--- src/rtl/ysyx_23060236_rdarb_pkg.sv ---
// Shared definitions for the read arbiter: FSM state encodings and requester indices.
package ysyx_23060236_rdarb_pkg;

  typedef enum logic [1:0] {
    ST_IDLE = 2'd0,
    ST_ADDR = 2'd1,
    ST_DATA = 2'd2
  } rd_state_e;

  localparam int IFU = 0;
  localparam int LSU = 1;
  localparam int PTW = 2;

endpackage

--- src/rtl/ysyx_23060236_rr_pick.sv ---
// Round-robin picker: one-hot grant to the first set request at or after ptr, wrapping.
module ysyx_23060236_rr_pick #(
  parameter int N  = 3,
  parameter int PW = 2
) (
  input  logic [N-1:0]  req,
  input  logic [PW-1:0] ptr,
  output logic [N-1:0]  gnt
);

  logic [PW-1:0] idx;

  // Scan from farthest to nearest so the last hit is the highest-priority one.
  always_comb begin
    gnt = '0;
    idx = '0;
    for (int k = N - 1; k >= 0; k--) begin
      idx = PW'((int'(ptr) + k) % N);
      if (req[idx]) begin
        gnt      = '0;
        gnt[idx] = 1'b1;
      end
    end
  end

endmodule

--- src/rtl/ysyx_23060236_rdarb.sv ---
// N-way round-robin AXI4 read arbiter, one transaction outstanding.
// Optional perf counters enabled by defining YSYX_23060236_RDARB_PERF_EN.
module ysyx_23060236_rdarb
  import ysyx_23060236_rdarb_pkg::*;
#(
  parameter int NREQ = 3,
  parameter int TOW  = 8
) (
  input  logic                clock,
  input  logic                reset,
  input  logic [NREQ-1:0]     req_arvalid,
  output logic [NREQ-1:0]     req_arready,
  input  logic [32*NREQ-1:0]  req_araddr,
  input  logic [8*NREQ-1:0]   req_arlen,
  input  logic [3*NREQ-1:0]   req_arsize,
  input  logic [2*NREQ-1:0]   req_arburst,
  output logic [NREQ-1:0]     req_rvalid,
  input  logic [NREQ-1:0]     req_rready,
  output logic [31:0]         req_rdata,
  output logic [1:0]          req_rresp,
  output logic                req_rlast,
  output logic                m_arvalid,
  input  logic                m_arready,
  output logic [31:0]         m_araddr,
  output logic [3:0]          m_arid,
  output logic [7:0]          m_arlen,
  output logic [2:0]          m_arsize,
  output logic [1:0]          m_arburst,
  input  logic                m_rvalid,
  output logic                m_rready,
  input  logic [31:0]         m_rdata,
  input  logic [1:0]          m_rresp,
  input  logic                m_rlast,
  input  logic [3:0]          m_rid
);

  localparam int GW = (NREQ > 1) ? $clog2(NREQ) : 1;

  rd_state_e       state;
  logic [GW-1:0]   rr, gidx, gsel;
  logic [NREQ-1:0] gnt;
  logic            dsel;

  ysyx_23060236_rr_pick #(.N(NREQ), .PW(GW)) u_pick (
    .req (req_arvalid),
    .ptr (rr),
    .gnt (gnt)
  );

  always_comb begin
    gsel = '0;
    for (int i = 0; i < NREQ; i++)
      if (gnt[i]) gsel = GW'(i);
  end

  always_ff @(posedge clock) begin
    if (reset) begin
      state     <= ST_IDLE;
      rr        <= '0;
      gidx      <= '0;
      m_araddr  <= '0;
      m_arlen   <= '0;
      m_arsize  <= '0;
      m_arburst <= '0;
    end else begin
      unique case (state)
        ST_IDLE: if (|req_arvalid) begin
          gidx      <= gsel;
          m_araddr  <= req_araddr[32*gsel +: 32];
          m_arlen   <= req_arlen[8*gsel +: 8];
          m_arsize  <= req_arsize[3*gsel +: 3];
          m_arburst <= req_arburst[2*gsel +: 2];
          state     <= ST_ADDR;
        end
        ST_ADDR: if (m_arready) state <= ST_DATA;
        ST_DATA: if (m_rvalid && m_rready && m_rlast) begin
          state <= ST_IDLE;
          rr    <= (gidx == GW'(NREQ - 1)) ? '0 : gidx + 1'b1;
        end
        default: state <= ST_IDLE;
      endcase
    end
  end

  // Grant is combinational so the requester sees arready in the cycle it asks.
  assign req_arready = (state == ST_IDLE && !reset) ? gnt : '0;
  assign m_arvalid   = (state == ST_ADDR);
  assign m_arid      = 4'(gidx);

  assign dsel = (state == ST_DATA) && !reset;

  always_comb begin
    req_rvalid = '0;
    if (dsel) req_rvalid[gidx] = m_rvalid;
  end

  assign m_rready  = dsel & req_rready[gidx];
  assign req_rdata = m_rdata;
  assign req_rresp = m_rresp;
  assign req_rlast = m_rlast;

`ifdef YSYX_23060236_RDARB_PERF_EN
  logic [NREQ-1:0][31:0]    grant_cnt;
  logic [NREQ-1:0][TOW-1:0] max_wait;
  logic [NREQ-1:0][TOW-1:0] cur_wait;

  always_ff @(posedge clock) begin
    if (reset) begin
      grant_cnt <= '0;
      max_wait  <= '0;
      cur_wait  <= '0;
    end else begin
      for (int i = 0; i < NREQ; i++) begin
        if (req_arready[i]) begin
          grant_cnt[i] <= grant_cnt[i] + 32'd1;
          if (cur_wait[i] > max_wait[i]) max_wait[i] <= cur_wait[i];
          cur_wait[i] <= '0;
        end else if (req_arvalid[i] && cur_wait[i] != '1) begin
          cur_wait[i] <= cur_wait[i] + 1'b1;
        end
      end
    end
  end

  logic unused_ok;
  assign unused_ok = ^m_rid;
`else
  logic unused_ok;
  assign unused_ok = ^{m_rid, 1'(TOW)};
`endif

endmodule

--- config.mk ---
export PLATFORM = sky130hd
export DESIGN_NAME = ysyx_23060236_rdarb
export DESIGN_NICKNAME = d
export VERILOG_FILES = /design/src/rtl/ysyx_23060236_rdarb_pkg.sv /design/src/rtl/ysyx_23060236_rr_pick.sv /design/src/rtl/ysyx_23060236_rdarb.sv
export SDC_FILE = /design/constraint.sdc
export NUM_CORES = 1
export LEC_CHECK = 0
export ABC_AREA = 1
export CORE_MARGIN = 5
export CORE_UTILIZATION = 39
export CTS_BUF_LIST = sky130_fd_sc_hd__clkbuf_4
export DETAILED_ROUTE_END_ITERATION = 12
export GPL_TIMING_DRIVEN = 0
export PLACE_DENSITY = 0.95
export SYNTH_ARGS = -nofsm -noshare
export SYNTH_HDL_FRONTEND = slang
export SYNTH_SLANG_ARGS = --single-unit
export TNS_END_PERCENT = 100
--- constraint.sdc ---
create_clock -name clock -period 3.4 [get_ports clock]
set_input_delay 0.34 -clock clock [delete_from_list [all_inputs] [get_ports clock]]
set_output_delay 0.34 -clock clock [all_outputs]
set_load 0.01 [all_outputs]
==> summary.md, run 1 <==
| Metric | Value |
|---|---|
| Outcome | `complete, no violations` |
| Max_cap viols | `0` |
| Synth Cell Area | `3920 µm²` |
| CP Max Fanout | `19` |
| CTS tree | `built` |
| Final hold vios | `0` |
| Crit path launch type | `register` |
| Core Area | `between 9000 and 10,000 µm²` |
| Buf/Inv on CP | `4` |
| Drt via density | `approximately 4.9` |
| Mapped Cells | `676` |
| Syn Area/Cell | `between 5 and 6 µm²` |
| Global-route wire length before repair | `~23 mm` |
| DRT Wirelength | `15.5 mm` |
| Worst-path clk slew | `0.16 ns` |
| #FFs+latches synth | `approximately 50` |
| CP peak stage delay | `about 0.59 ns` |
| RSZ-0062 raised after global routing | `false` |
| Cell variety after synth | `20` |
| Place WS | `between 0.3 and 0.4 ns` |
| CP Data Required Time | `a little over 3 ns` |
| Max Slew Vio Count | `0` |
| Iteration-0 DRC Markers | `slightly above 300` |
| Clk root buf | `clkbuf_4` |
| Syn. warnings | `0` |
| Vias | `5,104` |
| Largest net degree at the start of global routing | `20` |
| Synth top area share | `26.0%` |
| Layout area overhead | `65.2%` |
| Post-DRT Antenna Nets | `0` |
| Layout cells sized above 1 | `between 6 and 7%` |
| Crit path capture type | `output pin` |
| Total GRT Usage | `roughly a quarter` |
| TritonRoute pass-1 iters | `5` |
| Num ports | `276` |
| Crit path DAT | `about 2.8 ns` |
| PortBufs | `234` |
| Family with the most delay on the worst path | `buffers and inverters` |
| Worst Clk Skew | `approximately 0.011 ns` |
| Leakage | `approximately 3.1 nW` |
| Slowest-stage cell, CP | `clkdlybuf4s50_1` |
| Critical path's most frequent cell | `nand2_1` |
| Final min period | `3.16 ns` |
| Synth area leaders | `dfxtp_1 (26%), nand2_1 (15%), inv_1 (15%)` |
| Levels on crit path | `11` |
| Final Cycle Share | `~93%` |
| DIE AREA | `about 12,000 µm²` |
| Total negative slack | `0 ns` |
| Final worst slack | `0.241 ns` |
| PD cells | `between 200 and 300 nW/µm²` |
| Initial Util | `around two fifths` |
| Overflow after GRT | `0` |
| Detailed placer's ending HPWL | `between 10 and 15 mm` |
| Die X | `~110 µm` |
| Worst hold-check path type | `in2reg` |
| Worst slew pin tran | `between 0.6 and 0.7 ns` |
| Worst-Skew Late Latency | `between 0.3 and 0.4 ns` |
| Clock Tree Buf Depth | `2` |
| Critical path class | `reg2out` |
| Cell count of the worst hold path | `4` |
| Num rows | `36` |
| Post-route DRC | `0` |
| H-tree Lvls | `2` |
| Clock sinks | `51` |
| Num CTS Buffers | `5` |
| Wirelength per Cell | `14.7 µm` |
| R2R cell count | `12` |
| Final setup violation count | `0` |
| Die span in y | `around 110 µm` |
| Antenna violations before repair | `1` |
| Cells traversed along the worst timing path | `inv_1 > ha_1 > inv_1 > nand2_1 > nand3_1 > nand2_1 > nand2_1 > nand3_1 > buf_2 > a21oi_1 > clkdlybuf4s50_1` |
| Seq/Total Area, Yosys | `26.0%` |
| GP Congestion | `~0.86` |
| Nets | `1,102` |
| Slew headroom | `about three fifths` |
| Final core utilization | `approximately 66%` |
| Most area-hungry cell type in the Yosys netlist | `dfxtp_1` |
| Vias in the first global route | `about 4,800` |
| Worst VDD drop | `0.178 mV` |
| Max Freq | `317 MHz` |
| Post-CTS Setup Bufs | `0` |
cells by family after synthesis:
logic type | synth area share [%]
AND/OR/NAND/NOR | 37.2
buffers and inverters | 26.7
AO/OA/AOI/OAI | 8.67
flip-flops | 26.0
adder cells (fa/ha/maj) | 1.28
other | 0.0956
registers in the layout (all words and copies together) (netlist names):
register and count:
m_arsize 3, state 2, rr 2, m_arlen 8
gidx 2, m_arburst 2, m_araddr 32
metrics by stage:
| step | cells | power, mW | hold WS [ns] | cell area [µm²] |
|---|---|---|---|---|
| after detailed placement | 1044 | 1.60 | 0.539 | 6440 |
| after global placement | 1044 | 1.58 | 0.529 | 6440 |
| after global routing | 1049 | 1.99 | 0.439 | 6480 |
| after floorplan | 677 | 1.13 | 0.489 | 3930 |
| final | 1049 | 1.87 | 0.450 | 6480 |
| after CTS | 1051 | 1.89 | 0.427 | 6490 |
layout make-up:
type / count / area [µm²]
clock inverters: 3 / 15.0
fillers: 853 / 3290
plain buffers: 76 / 449
well taps: 133 / 166
multi-input cells: 389 / 1860
inverters: 157 / 589
repair buffers: 234 / 2340
clock buffers: 5 / 37.5
flip-flops and latches: 51 / 1020
diodes: 1 / 2.50
cells in the mapped netlist:
| library cell | instances |
|---|---|
| a21oi_1 | 51 |
| a211oi_1 | 4 |
| nor2_1 | 10 |
| inv_1 | 156 |
| nand2_1 | 159 |
| dfxtp_1 | 51 |
| buf_1 | 4 |
| conb_1 | 1 |
| o211ai_1 | 1 |
| or2_1 | 1 |
| inv_2 | 1 |
| o21ai_0 | 3 |
| nand4_1 | 47 |
| nor3_1 | 4 |
| ha_1 | 4 |
| buf_4 | 37 |
| a21oi_4 | 2 |
| clkbuf_1 | 23 |
| buf_2 | 16 |
| nand3_1 | 101 |
worst paths after layout:
kind | startpoint | endpoint | slack (ns)
setup / recovery | rr[0] | req_arready[1] | 0.24
hold / removal | reset | gidx[0] | 0.45
setup reg to reg | rr[0] | m_araddr[14] | 0.78
hold reg to reg | m_araddr[12] | m_araddr[12] | 0.56
cells in the final DEF, fill, tap and decap left out:
cell type and count:
dfxtp_1 51, o211ai_1 1, diode_2 1, a21oi_1 51, nor2_1 10, ha_1 4
clkdlybuf4s50_1 234, buf_4 37, clkbuf_1 21, clkbuf_4 5, inv_1 156, nand3_1 101
o21ai_0 3, clkinv_2 3, nor3_1 4, buf_6 1, conb_1 2, buf_2 14
or2_1 1, buf_1 3, a211oi_1 4, a21oi_4 2, inv_2 1, nand4_1 47
nand2_1 159
tightest hold or removal path: stages:
cell and delay [ns]:
clkbuf_1 0.28, a21oi_1 0.07, o21ai_0 0.07, inv_1 0.04
power breakdown:
group | leakage, nW | internal (mW) | switching [mW]
clock network | 0.0347 | 0.0778 | 0.209
logic | 2.67 | 0.457 | 0.420
registers | 0.421 | 0.669 | 0.0402
routing by layer:
metal	track usage, %	vias to the layer above	wire [µm]
li1	-	2541	-
met1	27.9	2321	6040
met2	43.6	212	7910
met3	4.95	30	1160
met4	7.92	0	359
met5	0	-	0
what timing repair did:
action                                  CTS  global route
endpoints found under the setup margin    2             2
gates resized for setup                   1             1
hold buffers                              0             0
pin swaps                                 0             0
Note: power is estimated with default switching activity, not from simulation.
==> run 2, diff against run 1 <==
--- a/config.mk
+++ b/config.mk
@@ -12,5 +12,6 @@
 export DETAILED_ROUTE_END_ITERATION = 12
 export GPL_TIMING_DRIVEN = 0
-export PLACE_DENSITY = 0.95
+export MAX_ROUTING_LAYER = met4
+export PLACE_DENSITY = 0.89
 export SYNTH_ARGS = -nofsm -noshare
 export SYNTH_HDL_FRONTEND = slang
==> constraint.sdc (replaced) <==
create_clock -name clock -period 3.4 [get_ports clock]
set_input_delay 0.34 -clock clock [delete_from_list [all_inputs] [get_ports clock]]
set_output_delay 0.34 -clock clock [all_outputs]
set_load 0.1 [all_outputs]
==> summary.md, run 2 (same netlist as run 1, synthesis figures left out) <==
| Metric | Value |
|---|---|
| Outcome | `complete, no violations (unchanged)` |
| Worst hold-check path type | `in2reg (unchanged)` |
| Worst slew pin tran | `1.02 ns (was 0.624 ns)` |
| Clock Tree Buf Depth | `2 (unchanged)` |
| Final min period | `3.20 ns (was 3.16 ns)` |
| Worst-Skew Late Latency | `0.38 ns (about the same)` |
| Diode count | `0 (was 1)` |
| Total negative slack | `0 ns (unchanged)` |
| Post-cts hold buffer count | `0 (unchanged)` |
| Met3 routed WL | `1.30 mm (was 1.16 mm)` |
| Num CTS Buffers | `5 (unchanged)` |
| Final Cycle Share | `94.0% (was 92.9%)` |
| R2R cell count | `12 (unchanged)` |
| Crit path launch type | `register (unchanged)` |
| Slowest-stage cell, CP | `dfxtp_1 (was clkdlybuf4s50_1)` |
| Buf/Inv on CP | `5 (was 4)` |
| Commonest non-fill, non-tap cell in the layout | `clkdlybuf4s50_1 (unchanged)` |
| Die span in y | `110 µm (unchanged)` |
| Max Freq | `313 MHz (was 317 MHz)` |
| Psw | `1.32 mW (was 0.670 mW)` |
| Clock sinks | `51 (unchanged)` |
| Vias | `4,962 (was 5,104)` |
| Final worst slack | `0.205 ns (was 0.241 ns)` |
| Num ports | `276 (unchanged)` |
| Largest net degree at the start of global routing | `20 (unchanged)` |
| Worst Clk Skew | `0.0178 ns (was 0.0110 ns)` |
| Cells traversed along the worst timing path | `inv_1 > ha_1 > inv_1 > a21oi_1 > nand2_1 > nand2_1 > nand2_1 > buf_2 > buf_2 > nand2_1 > nor2_1 > clkbuf_4 (was inv_1 > ha_1 > inv_1 > nand2_1 > nand3_1 > nand2_1 > nand2_1 > nand3_1 > buf_2 > a21oi_1 > clkdlybuf4s50_1)` |
| Post-DRT Antenna Nets | `0 (unchanged)` |
| PD cells | `389 nW/µm² (was 289 nW/µm²)` |
| Core Area | `9770 µm² (unchanged)` |
| Wirelength per Cell | `14.3 µm (was 14.7 µm)` |
| Num rows | `36 (unchanged)` |
| Max_cap viols | `0 (unchanged)` |
| Total GRT Usage | `24.5% (was 24.0%)` |
| Comb pwr share | `60.1% (was 46.8%)` |
| Slew headroom | `31.5% (was 58.4%)` |
| Worst hold margin | `0.435 ns (was 0.450 ns)` |
| Critical path class | `reg2out (unchanged)` |
| Crit path DAT | `2.86 ns (was 2.82 ns)` |
| Critical path's most frequent cell | `nand2_1 (unchanged)` |
| Internal Power | `1.21 mW (was 1.20 mW)` |
| Post-route DRC | `0 (unchanged)` |
| CP peak stage delay | `0.38 ns (was 0.59 ns)` |
| Biggest register | `m_araddr (unchanged)` |
| Largest registers | `m_araddr x32, m_arlen x8, m_arsize x3 (unchanged)` |
| FILL cells | `879 (was 853)` |
| Place WS | `-0.243 ns (was 0.352 ns)` |
| Clk root buf | `clkbuf_4 (unchanged)` |
| Initial Util | `40.1% (unchanged)` |
| Max Slew Vio Count | `0 (unchanged)` |
| Crit path capture type | `output pin (unchanged)` |
| CP Max Fanout | `10 (was 19)` |
| PortBufs | `234 (unchanged)` |
| Net Sw Frac | `52.1% (was 35.7%)` |
| Global-route wire length before repair | `22.7 mm (was 22.9 mm)` |
| DRT Wirelength | `15.0 mm (was 15.5 mm)` |
| Iteration-0 DRC Markers | `344 (was 307)` |
| Detail Route met2 WL | `7.37 mm (was 7.91 mm)` |
| Overflow after GRT | `0 (unchanged)` |
| Die X | `110 µm (unchanged)` |
| Worst VDD drop | `0.247 mV (was 0.178 mV)` |
| Final core utilization | `66.5% (was 66.3%)` |
| DIE AREA | `12,200 µm² (unchanged)` |
| Layout area overhead | `65.7% (was 65.2%)` |
| Final setup violation count | `0 (unchanged)` |
| RSZ-0062 raised after global routing | `false (unchanged)` |
| Final hold vios | `0 (unchanged)` |
| Max FFs per register | `32 (unchanged)` |
| H-tree Lvls | `2 (unchanged)` |
| Wl on met1 | `5.93 mm (was 6.04 mm)` |
| Nets | `1,105 (was 1,102)` |
| Seq pwr share | `28.1% (was 37.8%)` |
| Layout cells sized above 1 | `7.52% (was 6.89%)` |
| Cell count of the worst hold path | `4 (unchanged)` |
| GP Congestion | `0.910 (was 0.859)` |
| Leakage | `3.13 nW (was 3.12 nW)` |
| Family with the most delay on the worst path | `buffers and inverters (unchanged)` |
| Clock group share of total power | `11.9% (was 15.3%)` |
| Detailed placer's ending HPWL | `12.0 mm (was 12.3 mm)` |
| Commonest cells after routing, fill and taps aside | `clkdlybuf4s50_1 (231), nand2_1 (159), inv_1 (156) (was clkdlybuf4s50_1 (234), nand2_1 (159), inv_1 (156))` |
| Antenna violations before repair | `0 (was 1)` |
| Vias in the first global route | `4,577 (was 4,757)` |
| TritonRoute pass-1 iters | `5 (unchanged)` |
| CP Data Required Time | `3.06 ns (about the same)` |
| Drt via density | `4.72 (was 4.87)` |
| Worst-path clk slew | `0.15 ns (was 0.16 ns)` |
| Post-CTS Setup Bufs | `0 (unchanged)` |
| Levels on crit path | `12 (was 11)` |
| CTS tree | `built (unchanged)` |
| Max layer used | `met4 (unchanged)` |
## run 2: cell count changes in the layout (fill, tap and decap cells not counted), sizes merged
cell / change
dlygate4sd2: +1
diode: -1
clkdlybuf4s15: +1
clkinvlp: +1
clkinv: -2
buf: +1
clkdlybuf4s50: -3
clkbuf: +4
## run 2: per-stage QoR
step                cells  total power [mW]  area [µm²]
CTS                  1051              2.53        6500
global route         1051              2.65        6500
finish               1051              2.53        6500
global placement     1044              2.23        6450
detailed placement   1044              2.24        6450
floorplan             677              1.78        3940
## run 2: worst register-to-register path, cell delays in order (launching register included)
cell	delay (ns)
dfxtp_1	0.38
inv_1	0.09
ha_1	0.33
inv_1	0.19
nand2_1	0.10
nand3_1	0.11
nand3_1	0.08
nand3_1	0.10
buf_2	0.39
buf_1	0.43
nand3_1	0.12
nand3_1	0.13
a21oi_1	0.07
## run 2: power groups by stage
| stage | sequential [mW] | clock, mW | combinational [mW] |
|---|---|---|---|
| floorplan | 1.21 | 0 | 0.568 |
| global placement | 0.719 | 0 | 1.51 |
| detailed placement | 0.723 | 0 | 1.52 |
| CTS | 0.709 | 0.305 | 1.52 |
| global route | 0.719 | 0.330 | 1.60 |
| finish | 0.709 | 0.300 | 1.52 |
## run 2: metal layers
layer | vias up | GRT usage, %
met5 | - | -
met4 | 0 | 7.56
met3 | 30 | 4.14
met2 | 225 | 40.9
met1 | 2162 | 30.2
li1 | 2545 | -
## run 2: what timing repair did
item	CTS	global route
pin swaps	0	0
resized for setup	9	1
setup endpoints to repair	3	1
## run 2: path summary, 6_finish.rpt
path | from | to | slack [ns]
max | rr[0] | req_arready[2] | 0.20
min | reset | gidx[0] | 0.43
max reg2reg | rr[0] | m_araddr[16] | 0.78
min reg2reg | state[1] | state[1] | 0.55
## run 2: final cells by class
class                      instances  area, µm²  share of cell area [%]
buffer                            79        455                    7.00
clock buffer                       6       45.0                   0.693
clock inverter                     2       12.5                   0.192
inverter                         157        589                    9.06
multi-input combinational        389       1870                    28.8
sequential                        51       1020                    15.7
tap                              133        166                    2.56
timing repair buffer             234       2340                    36.0
==> run 3, diff against run 2 <==
Settings changed: ABC_AREA 1 to not set, CORE_AREA set to 5 5 105 107, CORE_MARGIN 5 to not set, CORE_UTILIZATION 39 to not set, DIE_AREA set to 0 0 110 112, HOLD_SLACK_MARGIN set to 0.08, PLACE_DENSITY 0.89 to 0.8.
==> summary.md, run 3 <==
| Metric | Value |
|---|---|
| Outcome | `complete, no violations (unchanged)` |
| Commonest non-fill, non-tap cell in the layout | `clkdlybuf4s50_1 (unchanged)` |
| Clock group share of total power | `15.7% (was 11.9%)` |
| DRT Wirelength | `11.6 mm (was 15.0 mm)` |
| Slowest-stage cell, CP | `dlygate4sd2_1 (was dfxtp_1)` |
| Number of flops mapped to enable cells by yosys | `0 (unchanged)` |
| Num ports | `276 (unchanged)` |
| Post-route DRC | `0 (unchanged)` |
| Wirelength per Cell | `16.9 µm (was 14.3 µm)` |
| Syn Area/Cell | `9.34 µm² (was 5.80 µm²)` |
| Comb pwr share | `54.2% (was 60.1%)` |
| Async set-or-reset flop fraction in the synthesized netlist | `0% (unchanged)` |
| Internal Power | `1.23 mW (was 1.21 mW)` |
| Post-DRT Antenna Nets | `0 (unchanged)` |
| Synth Cell Area | `2910 µm² (was 3920 µm²)` |
| Place WS | `-0.358 ns (was -0.243 ns)` |
| Layout cells sized above 1 | `13.2% (was 7.52%)` |
| Crit path DAT | `2.78 ns (was 2.86 ns)` |
| PortBufs | `234 (unchanged)` |
| Synth top area share | `35.1% (was 26.0%)` |
| Layout area overhead | `89.9% (was 65.7%)` |
| Die span in y | `112 µm (was 110 µm)` |
| Vias | `3,293 (was 4,962)` |
| #FFs+latches synth | `51 (unchanged)` |
| Worst Clk Skew | `0.0238 ns (was 0.0178 ns)` |
| Nets | `741 (was 1,105)` |
| CP Max Fanout | `6 (was 10)` |
| FILL cells | `894 (was 879)` |
| Slew headroom | `32.0% (was 31.5%)` |
| Clock sinks | `51 (unchanged)` |
| Clock Tree Buf Depth | `2 (unchanged)` |
| Max FFs per register | `32 (unchanged)` |
| Net Sw Frac | `47.6% (was 52.1%)` |
| Syn. warnings | `0 (unchanged)` |
| Diode count | `0 (unchanged)` |
| Ys flop type | `dfxtp_1 (unchanged)` |
| Largest net degree at the start of global routing | `18 (was 20)` |
| Cell variety after synth | `34 (was 20)` |
| PD cells | `425 nW/µm² (was 389 nW/µm²)` |
| Seq/Total Area, Yosys | `35.1% (was 26.0%)` |
| DIE AREA | `12,300 µm² (was 12,200 µm²)` |
| Total negative slack | `0 ns (unchanged)` |
| Final min period | `3.12 ns (was 3.20 ns)` |
| H-tree Lvls | `2 (unchanged)` |
| RSZ-0062 raised after global routing | `false (unchanged)` |
| Max Freq | `321 MHz (was 313 MHz)` |
| Final Cycle Share | `91.7% (was 94.0%)` |
| Post-cts hold buffer count | `0 (unchanged)` |
| Pwr Total | `2.35 mW (was 2.53 mW)` |
| Detailed placer's ending HPWL | `9.69 mm (was 12.0 mm)` |
| Overflow after GRT | `0 (unchanged)` |
| Initial Util | `28.9% (was 40.1%)` |
| GP Congestion | `0.762 (was 0.910)` |
| Final setup violation count | `0 (unchanged)` |
| Worst-path clk slew | `0.14 ns (was 0.15 ns)` |
| Max_cap viols | `0 (unchanged)` |
| Crit path launch type | `register (unchanged)` |
| Antenna violations before repair | `0 (unchanged)` |
| Worst VDD drop | `0.244 mV (was 0.247 mV)` |
| Global-route wire length before repair | `17.0 mm (was 22.7 mm)` |
| Die X | `110 µm (about the same)` |
| CP Data Required Time | `3.06 ns (about the same)` |
| CP peak stage delay | `0.90 ns (was 0.38 ns)` |
| Synth area leaders | `dfxtp_1 (35%), mux2i_1 (18%), a22oi_1 (12%) (was dfxtp_1 (26%), nand2_1 (15%), inv_1 (15%))` |
| Num rows | `37 (was 36)` |
| Final hold vios | `0 (unchanged)` |
| Worst hold-check path type | `in2reg (unchanged)` |
| Max Slew Vio Count | `0 (unchanged)` |
| Mapped Cells | `311 (was 676)` |
| Commonest cells after routing, fill and taps aside | `clkdlybuf4s50_1 (231), mux2i_1 (53), dfxtp_1 (51) (was clkdlybuf4s50_1 (231), nand2_1 (159), inv_1 (156))` |
| Crit path capture type | `output pin (unchanged)` |
| Drt via density | `4.77 (was 4.72)` |
| Critical path class | `reg2out (unchanged)` |
| Worst-Skew Late Latency | `0.38 ns (about the same)` |
| Leakage | `2.09 nW (was 3.13 nW)` |
| Final worst slack | `0.281 ns (was 0.205 ns)` |
| Worst slew pin tran | `1.02 ns (about the same)` |
| Vias in the first global route | `3,419 (was 4,577)` |
| Core Area | `10,000 µm² (was 9770 µm²)` |
| Largest registers | `m_araddr x32, m_arlen x8, m_arsize x3 (unchanged)` |
| Seq pwr share | `30.0% (was 28.1%)` |
| Biggest register | `m_araddr (unchanged)` |
| TritonRoute pass-1 iters | `4 (was 5)` |
| CTS tree | `built (unchanged)` |
| Iteration-0 DRC Markers | `87 (was 344)` |
| Num CTS Buffers | `5 (unchanged)` |
| Clk root buf | `clkbuf_4 (unchanged)` |
| Post-synth top cells | `mux2i_1 (53), dfxtp_1 (51), a22oi_1 (45) (was nand2_1 (159), inv_1 (156), nand3_1 (101))` |
| Top-count cell post-synth | `mux2i_1 (was nand2_1)` |
| Cells traversed along the worst timing path | `inv_1 > ha_1 > nor2b_1 > nor2_1 > a21oi_1 > a311oi_2 > dlygate4sd2_1 (was inv_1 > ha_1 > inv_1 > a21oi_1 > nand2_1 > nand2_1 > nand2_1 > buf_2 > buf_2 > nand2_1 > nor2_1 > clkbuf_4)` |
| Most area-hungry cell type in the Yosys netlist | `dfxtp_1 (unchanged)` |
| Total GRT Usage | `17.8% (was 24.5%)` |
| Psw | `1.12 mW (was 1.32 mW)` |
[run 3: cell count changes in the layout (fill, tap and decap cells not counted), moves of 45 or more]
cell,change
nand2_1,-158
inv_1,-152
nand3_1,-100
mux2i_1,+53
nand4_1,-47
a22oi_1,+45
[run 3: power groups by stage]
stage | sequential, mW | combinational (mW) | clock [mW]
6_report | 0.704 | 1.27 | 0.369
5_1_grt | 0.713 | 1.32 | 0.405
2_1_floorplan | 1.19 | 0.402 | 0
4_1_cts | 0.704 | 1.28 | 0.389
3_5_place_dp | 0.717 | 1.28 | 0
3_3_place_gp | 0.715 | 1.27 | 0
[run 3: cell type report]
type                            instances  area, µm²  area share (%)
Clock inverter                          3       46.3           0.839
Buffer                                 58        414            7.51
Sequential cell                        51       1020            18.5
Multi-Input combinational cell        198       1470            26.6
Clock buffer                            5       37.5           0.680
Inverter                                4       15.0           0.272
Timing Repair Buffer                  235       2350            42.5
Tap cell                              136        170            3.08
[run 3: final timing paths]
check | slack [ns] | to | from | cells after the start
min | 0.34 | rr[1] | reset | 2
max | 0.28 | req_arready[0] | rr[0] | 7
max reg2reg | 0.83 | m_arsize[2] | rr[0] | 9
min reg2reg | 0.50 | m_araddr[2] | m_araddr[2] | 2
[run 3: kinds of logic (layout without fill, tap and decap cells)]
family                   Yosys count  in the layout  share of synthesized area (%)
AO/OA/AOI/OAI                    108            108                           23.6
other                              1              2                          0.129
buffers and inverters             63            305                           14.9
flip-flops                        51             51                           35.1
AND/OR/NAND/NOR                   31             31                           6.16
adder cells (fa/ha/maj)            4              4                           1.72
multiplexers                      53             53                           18.3
[run 3: routing by layer]
layer,part of all wire [%],vias up,GRT usage [%]
li1,-,1589,-
met1,36,1537,18.1
met2,54,152,34.2
met3,9.0,15,4.35
met4,1.2,0,2.99
met5,0,-,-
[run 3: timing repair]
item	4_1_cts	5_1_grt
buffers inserted	1	0
gates resized for setup	10	1
pin swaps	1	0
setup endpoints to repair	3	1
cloned	0	0
[run 3: stage by stage]
stage / instances / area (µm²) / hold WS [ns] / utilization (%)
3_5_place_dp: 682 / 5440 / 0.468 / 54.1
2_1_floorplan: 312 / 2920 / 0.476 / -
4_1_cts: 691 / 5520 / 0.315 / 55.0
5_1_grt: 690 / 5520 / 0.338 / 54.9
6_report: 690 / 5520 / 0.343 / 54.9
3_3_place_gp: 682 / 5440 / 0.461 / 54.1
[run 3: worst max-delay path: cells and delay by family, from the launching register on]
kind	cells	cell delay [ns]
AOI/OAI and AO/OA	2	0.40
and+or+nand+nor	2	0.26
adders and majority gates	1	0.37
buffers and inverters	2	0.98
DFF	1	0.41
